## src/rtl/checker_sched_pkg.sv

```systemverilog
// Shared types for the auto-mode checker scheduler: FSM state encoding and
// the channel-pointer width helper.
package checker_sched_pkg;

  typedef enum logic [2:0] {
    ST_IDLE        = 3'd0,
    ST_SELECT      = 3'd1,
    ST_START       = 3'd2,
    ST_WAIT_END    = 3'd3,
    ST_ABORT       = 3'd4,
    ST_WAIT_PERIOD = 3'd5
  } state_t;

  // A single-channel build still needs a one-bit pointer.
  function automatic int ptr_width(input int n);
    return (n > 1) ? $clog2(n) : 1;
  endfunction

endpackage

```

## src/rtl/checker_downcnt.sv

```systemverilog
// Loadable down-counter that saturates at zero; used for the inter-round
// period and the per-check timeout.
module checker_downcnt #(
  parameter int W = 8
) (
  input  logic         clk,
  input  logic         rst_n,
  input  logic         load,
  input  logic [W-1:0] value,
  input  logic         dec,
  output logic         zero
);

  logic [W-1:0] count;

  always_ff @(posedge clk or negedge rst_n) begin
    if (!rst_n) begin
      count <= '0;
    end else if (load) begin
      count <= value;
    end else if (dec && (count != '0)) begin
      count <= count - W'(1);
    end
  end

  assign zero = (count == '0);

endmodule

```

## src/rtl/checker_sched.sv

```systemverilog
// Auto-mode scheduler: round-robins integrity checks over the enabled host
// pages through the single-check engine and keeps sticky per-channel results.
module checker_sched
  import checker_sched_pkg::*;
#(
  parameter int NCHAN    = 4,
  parameter int ADDR_W   = 64,
  parameter int DATA_W   = 64,
  parameter int PERIOD_W = 32,
  parameter int TMO_W    = 24
) (
  input  logic                    sys_clk,
  input  logic                    sys_rst_n,
  input  logic                    cfg_en,
  input  logic [NCHAN-1:0]        cfg_mask,
  input  logic [NCHAN*ADDR_W-1:0] cfg_addr,
  input  logic [PERIOD_W-1:0]     cfg_period,
  input  logic [TMO_W-1:0]        cfg_timeout,
  output logic                    chk_start,
  output logic [ADDR_W-1:0]       chk_addr,
  output logic                    chk_rst,
  input  logic                    chk_end,
  input  logic                    chk_error,
  input  logic [DATA_W-1:0]       chk_data,
  output logic [NCHAN-1:0]        res_valid,
  output logic [NCHAN-1:0]        res_error,
  output logic [NCHAN-1:0]        res_timeout,
  output logic [NCHAN-1:0]        res_overrun,
  output logic [NCHAN*DATA_W-1:0] res_data,
  input  logic [NCHAN-1:0]        res_ack,
  output logic                    irq,
  output logic                    busy,
  output logic [15:0]             round_cnt
);

  localparam int PTR_W = ptr_width(NCHAN);
  localparam logic [PTR_W-1:0] LAST = PTR_W'(NCHAN - 1);

  state_t           state, next_state;
  logic [PTR_W-1:0] ptr;
  logic             at_last, done, take_sel, capture, abort_res;
  logic             ptr_inc, ptr_clr, round_end;
  logic             tmo_on, tmo_zero, per_zero;
  logic             load_per, per_dec, tmo_dec;
  logic             start_d, rst_d, busy_d;
  logic [NCHAN-1:0] valid_n, error_n, tmo_n, ovr_n;

  assign at_last = (ptr == LAST);

  always_ff @(posedge sys_clk or negedge sys_rst_n) begin
    if (!sys_rst_n) begin
      state <= ST_IDLE;
    end else begin
      state <= next_state;
    end
  end

  // Finishing a channel (result, abort or skip) shares one advance/round-end path.
  always_comb begin
    next_state = state;
    done       = 1'b0;
    take_sel   = 1'b0;
    capture    = 1'b0;
    abort_res  = 1'b0;
    ptr_inc    = 1'b0;
    ptr_clr    = 1'b0;
    round_end  = 1'b0;
    case (state)
      ST_IDLE: begin
        ptr_clr = 1'b1;
        if (cfg_en) next_state = ST_SELECT;
      end
      ST_SELECT: begin
        if (!cfg_en) begin
          next_state = ST_IDLE;
        end else if (cfg_mask[ptr]) begin
          take_sel   = 1'b1;
          next_state = ST_START;
        end else begin
          done = 1'b1;
        end
      end
      ST_START: next_state = ST_WAIT_END;
      ST_WAIT_END: begin
        if (chk_end) begin
          capture = 1'b1;
          done    = 1'b1;
        end else if (tmo_on && tmo_zero) begin
          next_state = ST_ABORT;
        end
      end
      ST_ABORT: begin
        abort_res = 1'b1;
        done      = 1'b1;
      end
      ST_WAIT_PERIOD: begin
        if (!cfg_en) next_state = ST_IDLE;
        else if (per_zero) next_state = ST_SELECT;
      end
      default: next_state = ST_IDLE;
    endcase
    if (done) begin
      if (at_last) round_end = 1'b1;
      else ptr_inc = 1'b1;
      if (!cfg_en) next_state = ST_IDLE;
      else if (!at_last || (cfg_period == '0)) next_state = ST_SELECT;
      else next_state = ST_WAIT_PERIOD;
    end
  end

  always_comb begin
    start_d  = (state == ST_START);
    rst_d    = (next_state == ST_ABORT);
    busy_d   = (next_state != ST_IDLE);
    load_per = round_end;
    per_dec  = (state == ST_WAIT_PERIOD);
    tmo_dec  = (state == ST_START) || (state == ST_WAIT_END);
  end

  // The period counter is loaded with N-1 so WAIT_PERIOD lasts exactly N cycles.
  checker_downcnt #(.W(PERIOD_W)) u_period (
    .clk   (sys_clk),
    .rst_n (sys_rst_n),
    .load  (load_per),
    .value (cfg_period - PERIOD_W'(1)),
    .dec   (per_dec),
    .zero  (per_zero)
  );

  checker_downcnt #(.W(TMO_W)) u_timeout (
    .clk   (sys_clk),
    .rst_n (sys_rst_n),
    .load  (take_sel),
    .value (cfg_timeout),
    .dec   (tmo_dec),
    .zero  (tmo_zero)
  );

  always_ff @(posedge sys_clk or negedge sys_rst_n) begin
    if (!sys_rst_n) begin
      ptr       <= '0;
      chk_addr  <= '0;
      tmo_on    <= 1'b0;
      round_cnt <= '0;
      chk_start <= 1'b0;
      chk_rst   <= 1'b0;
      busy      <= 1'b0;
      irq       <= 1'b0;
    end else begin
      if (ptr_clr || round_end) ptr <= '0;
      else if (ptr_inc) ptr <= ptr + PTR_W'(1);
      if (take_sel) begin
        chk_addr <= cfg_addr[int'(ptr)*ADDR_W +: ADDR_W];
        tmo_on   <= (cfg_timeout != '0);
      end
      if (round_end) round_cnt <= round_cnt + 16'd1;
      chk_start <= start_d;
      chk_rst   <= rst_d;
      busy      <= busy_d;
      irq       <= |(valid_n & (error_n | tmo_n));
    end
  end

  // A new result for a channel overrides a same-cycle ack for that channel.
  for (genvar i = 0; i < NCHAN; i++) begin : g_chan
    logic              hit;
    logic              valid_q, error_q, tmo_q, ovr_q;
    logic [DATA_W-1:0] data_q;

    assign hit        = (capture || abort_res) && (ptr == PTR_W'(i));
    assign valid_n[i] = hit | (valid_q & ~res_ack[i]);
    assign error_n[i] = hit ? (capture & chk_error) : (error_q & ~res_ack[i]);
    assign tmo_n[i]   = hit ? abort_res : (tmo_q & ~res_ack[i]);
    assign ovr_n[i]   = hit ? (ovr_q | valid_q) : (ovr_q & ~res_ack[i]);

    always_ff @(posedge sys_clk or negedge sys_rst_n) begin
      if (!sys_rst_n) begin
        valid_q <= 1'b0;
        error_q <= 1'b0;
        tmo_q   <= 1'b0;
        ovr_q   <= 1'b0;
        data_q  <= '0;
      end else begin
        valid_q <= valid_n[i];
        error_q <= error_n[i];
        tmo_q   <= tmo_n[i];
        ovr_q   <= ovr_n[i];
        if (hit) data_q <= capture ? chk_data : '0;
      end
    end

    assign res_valid[i]                  = valid_q;
    assign res_error[i]                  = error_q;
    assign res_timeout[i]                = tmo_q;
    assign res_overrun[i]                = ovr_q;
    assign res_data[i*DATA_W +: DATA_W]  = data_q;
  end

endmodule

```

## config.mk

```make
export PLATFORM = sky130hd
export DESIGN_NAME = checker_sched
export DESIGN_NICKNAME = d
export VERILOG_FILES = /design/src/rtl/checker_sched_pkg.sv /design/src/rtl/checker_downcnt.sv /design/src/rtl/checker_sched.sv
export SDC_FILE = /design/constraint.sdc
export NUM_CORES = 1
export LEC_CHECK = 0
export CAP_MARGIN = 20
export CORE_AREA = 8 8 286 288
export DETAILED_ROUTE_END_ITERATION = 7
export DIE_AREA = 0 0 294 296
export SKIP_LAST_GASP = 1
export SYNTH_ARGS = -nofsm -noshare
export SYNTH_HDL_FRONTEND = slang
export SYNTH_HIERARCHICAL = 1
export SYNTH_SLANG_ARGS = --single-unit
```

## constraint.sdc

```tcl
create_clock -name sys_clk -period 5.4 [get_ports sys_clk]
set_input_delay 0.54 -clock sys_clk [delete_from_list [all_inputs] [get_ports sys_clk]]
set_output_delay 0.54 -clock sys_clk [all_outputs]
set_load 0.005 [all_outputs]
```

==> metrics.cfg <==
[routing]
antenna_left = 0
via_per_inst = 5.00
routedWlPerCell_um = 25.6
drc_errors = 0
drt_iter0_markers = 1133
first_pass_iters = 5
vias = 16300
finalWirelength_um = 83200

[worst_setup_path]
cp-start-kind = flop
max_stage_delay_ns = 0.60
critPathSlowestCell = clkinv_1
critPathRequiredTime_ns = 5.86
cp_top_family = simple AND/OR/NAND/NOR gates
critPathKind = reg2reg
worstPathCellList = and4b_1 -> nand2b_1 -> o21ai_0 -> inv_1 -> clkinv_1 -> o311a_1 -> a221o_1
endpoint_kind = flop
crit_fanout = 26
cp.buffers_inverters = 2
cp.arrival_ns = 3.90

[synthesis]
yosysSeqAreaShare_pct = 54.9
yosys_register_bits = 418
synth_edf_count = 0
synthCells = 1485
synthTopCellsByArea = dfrtp_1, a22o_1, mux4_2
yosysMostFrequentCell = dfrtp_1
syn_avg_cell_area_um2 = 12.8
synthFlopType = dfrtp_1
ys_types = 80
synthesis.area_um2 = 19100
synth_top_area_cell = dfrtp_1
yosys.area.top_type_share_pct = 54.9
netlist_top_cells_count = dfrtp_1, a22o_1, nand2_1
yosys_warnings = 6
synthesis.nets = 1884
synthArstFlopShare_pct = 100

[floorplanning]
initial_core_util_pct = 24.8
core_area_um2 = 77000
die-area_um2 = 87000
fp.dieW_um = 294
num_rows = 102
ios = 745
die_y_um = 296

[cts]
clock-root-buffer = clkbuf_16
path_clk_slew_ns = 0.06
postCtsResizedCells = 0
cts.sinks = 418
cts_setup_buffers = 0
clkLatencyLatePin_ns = 0.58
cts_buffers = 48
cts_tree = yes
htreeDepth = 2
cts_hold_buffers = 0
clockBufferDepth = 3

[power]
powerDensity_nw_per_um2 = 476
peakVddDrop_mv = 0.235
p_leak_nw = 11.6
power.total_mw = 13.9

[place]
dp_hpwl_um = 62700
port_buffers = 744
gp_congestion = 0.876

[sta]
maxSlewViolCount = 0
fin_worst_skew_ns = 0.0103
period_share_pct = 63.8
worst_pin_slew_ns = 1.07
finalSetupTns_ns = 0
max_freq_ghz = 0.290
relSlewSlack_pct = 28.6
final.min_clock_period_ns = 3.44
rsz0062_at_grt = no
final-hold-violation-count = 0
setup_violations = 0

[grt]
antenna_found_initial = 9
grt_pass1_vias = 17200
grt_max_degree = 130
overflow = 0
grt_pass1_wl_um = 121000
grtUsageTotal_pct = 18.2

[run_status]
outcome = completed

[run]
cap_violations = 0

[final_layout]
syn2layout_area_growth_pct = 52.8
drive_gt1_share_pct = 11.7
post-route-util_pct = 37.9
fin_nets = 2574

[worst_hold_path]
min-delay-path-class = in2async

==> cells by family (layout without fill, tap and decap cells) <==
family / count (synthesis) / count (layout) / share of synthesized area [%]
flops: 418 / 418 / 54.9
compound gates: 398 / 398 / 16.9
simple gates: 308 / 308 / 9.18
buf+inv: 149 / 875 / 3.50
mux: 131 / 131 / 11.6
xor+xnor: 71 / 71 / 3.30
fa+ha+maj: 10 / 10 / 0.656
other cells: 0 / 5 / 0
==> sequential cells by signal, summed over array words and instances, names as in the netlist, 2 cells and up <==
name             count
chk_addr            64
u_timeout/count     24
g_chan.data_q      256
g_chan.tmo_q         4
u_period/count      32
ptr                  2
g_chan.error_q       4
g_chan.ovr_q         4
state                3
g_chan.valid_q       4
round_cnt           16
==> routing by layer <==
layer  GRT usage [%]  vias to the layer above  wire length [um]  part of all wire, %
met1            21.9                     8444             32400                   39
met2            31.9                      647             42600                   51
li1                -                     7075                 -                    -
met4            5.11                        0              2150                  2.6
met3            5.15                      113              6080                  7.3
met5               0                        -                 0                    0
==> cell usage in the layout (no fill, tap or decap), drive strengths merged, types with 10 or more instances in the layout <==
master and count:
clkdlybuf4s50 743, dfrtp 418, a22o 256, nand2 75, clkbuf 73, mux4 65
mux2 65, nor2 49, o21ai 47, xnor2 42, nor3 33, xor2 29
inv 28, nor4 25, or4 23, buf 19, nand3 17, a21oi 17
a31oi 17, or3 15, nand4 15, ha 10, nand2b 10
==> final cells by class <==
cell class / count / area (um^2)
antenna: 5 / 12.5
clock buffer: 73 / 1410
clock inverter: 13 / 249
fill: 7343 / 47800
inverter: 27 / 101
multi-input combinational: 918 / 7970
sequential: 418 / 10500
tap: 1040 / 1300
timing repair buffer: 762 / 7620
==> final timing paths <==
| path | end | slack [ns] | cells past startpoint | from |
|---|---|---|---|---|
| max | u_period/count[6] | 1.96 | 7 | state[0] |
| min | g_chan[0].data_q[17] | 0.11 | 1 | sys_rst_n |
| max in group asynchronous | chk_addr[53] | 4.03 | 2 | sys_rst_n |
| max reg2reg | u_period/count[6] | 1.96 | 7 | state[0] |
| min in group sys_clk | round_cnt[15] | 0.47 | 1 | round_cnt[15] |
| min reg2reg | round_cnt[15] | 0.47 | 1 | round_cnt[15] |
==> power by group <==
part | internal, mW | total, mW | switching (mW)
registers | 4.29 | 5.15 | 0.864
logic | 3.17 | 5.26 | 2.09
clock network | 2.09 | 3.45 | 1.36
total | 9.54 | 13.9 | 4.32
==> metrics by stage <==
stage	hold WS [ns]	setup slack [ns]	instances	instance area, um^2
detailed placement	0.466	1.49	3165	27500
finish	0.109	1.96	3256	29100
floorplan	0.244	2.72	1485	19100
global placement	0.467	1.54	3165	27500
global route	0.157	1.58	3255	29100
CTS	0.119	1.91	3251	29100
(Power assumes the default switching activity.)
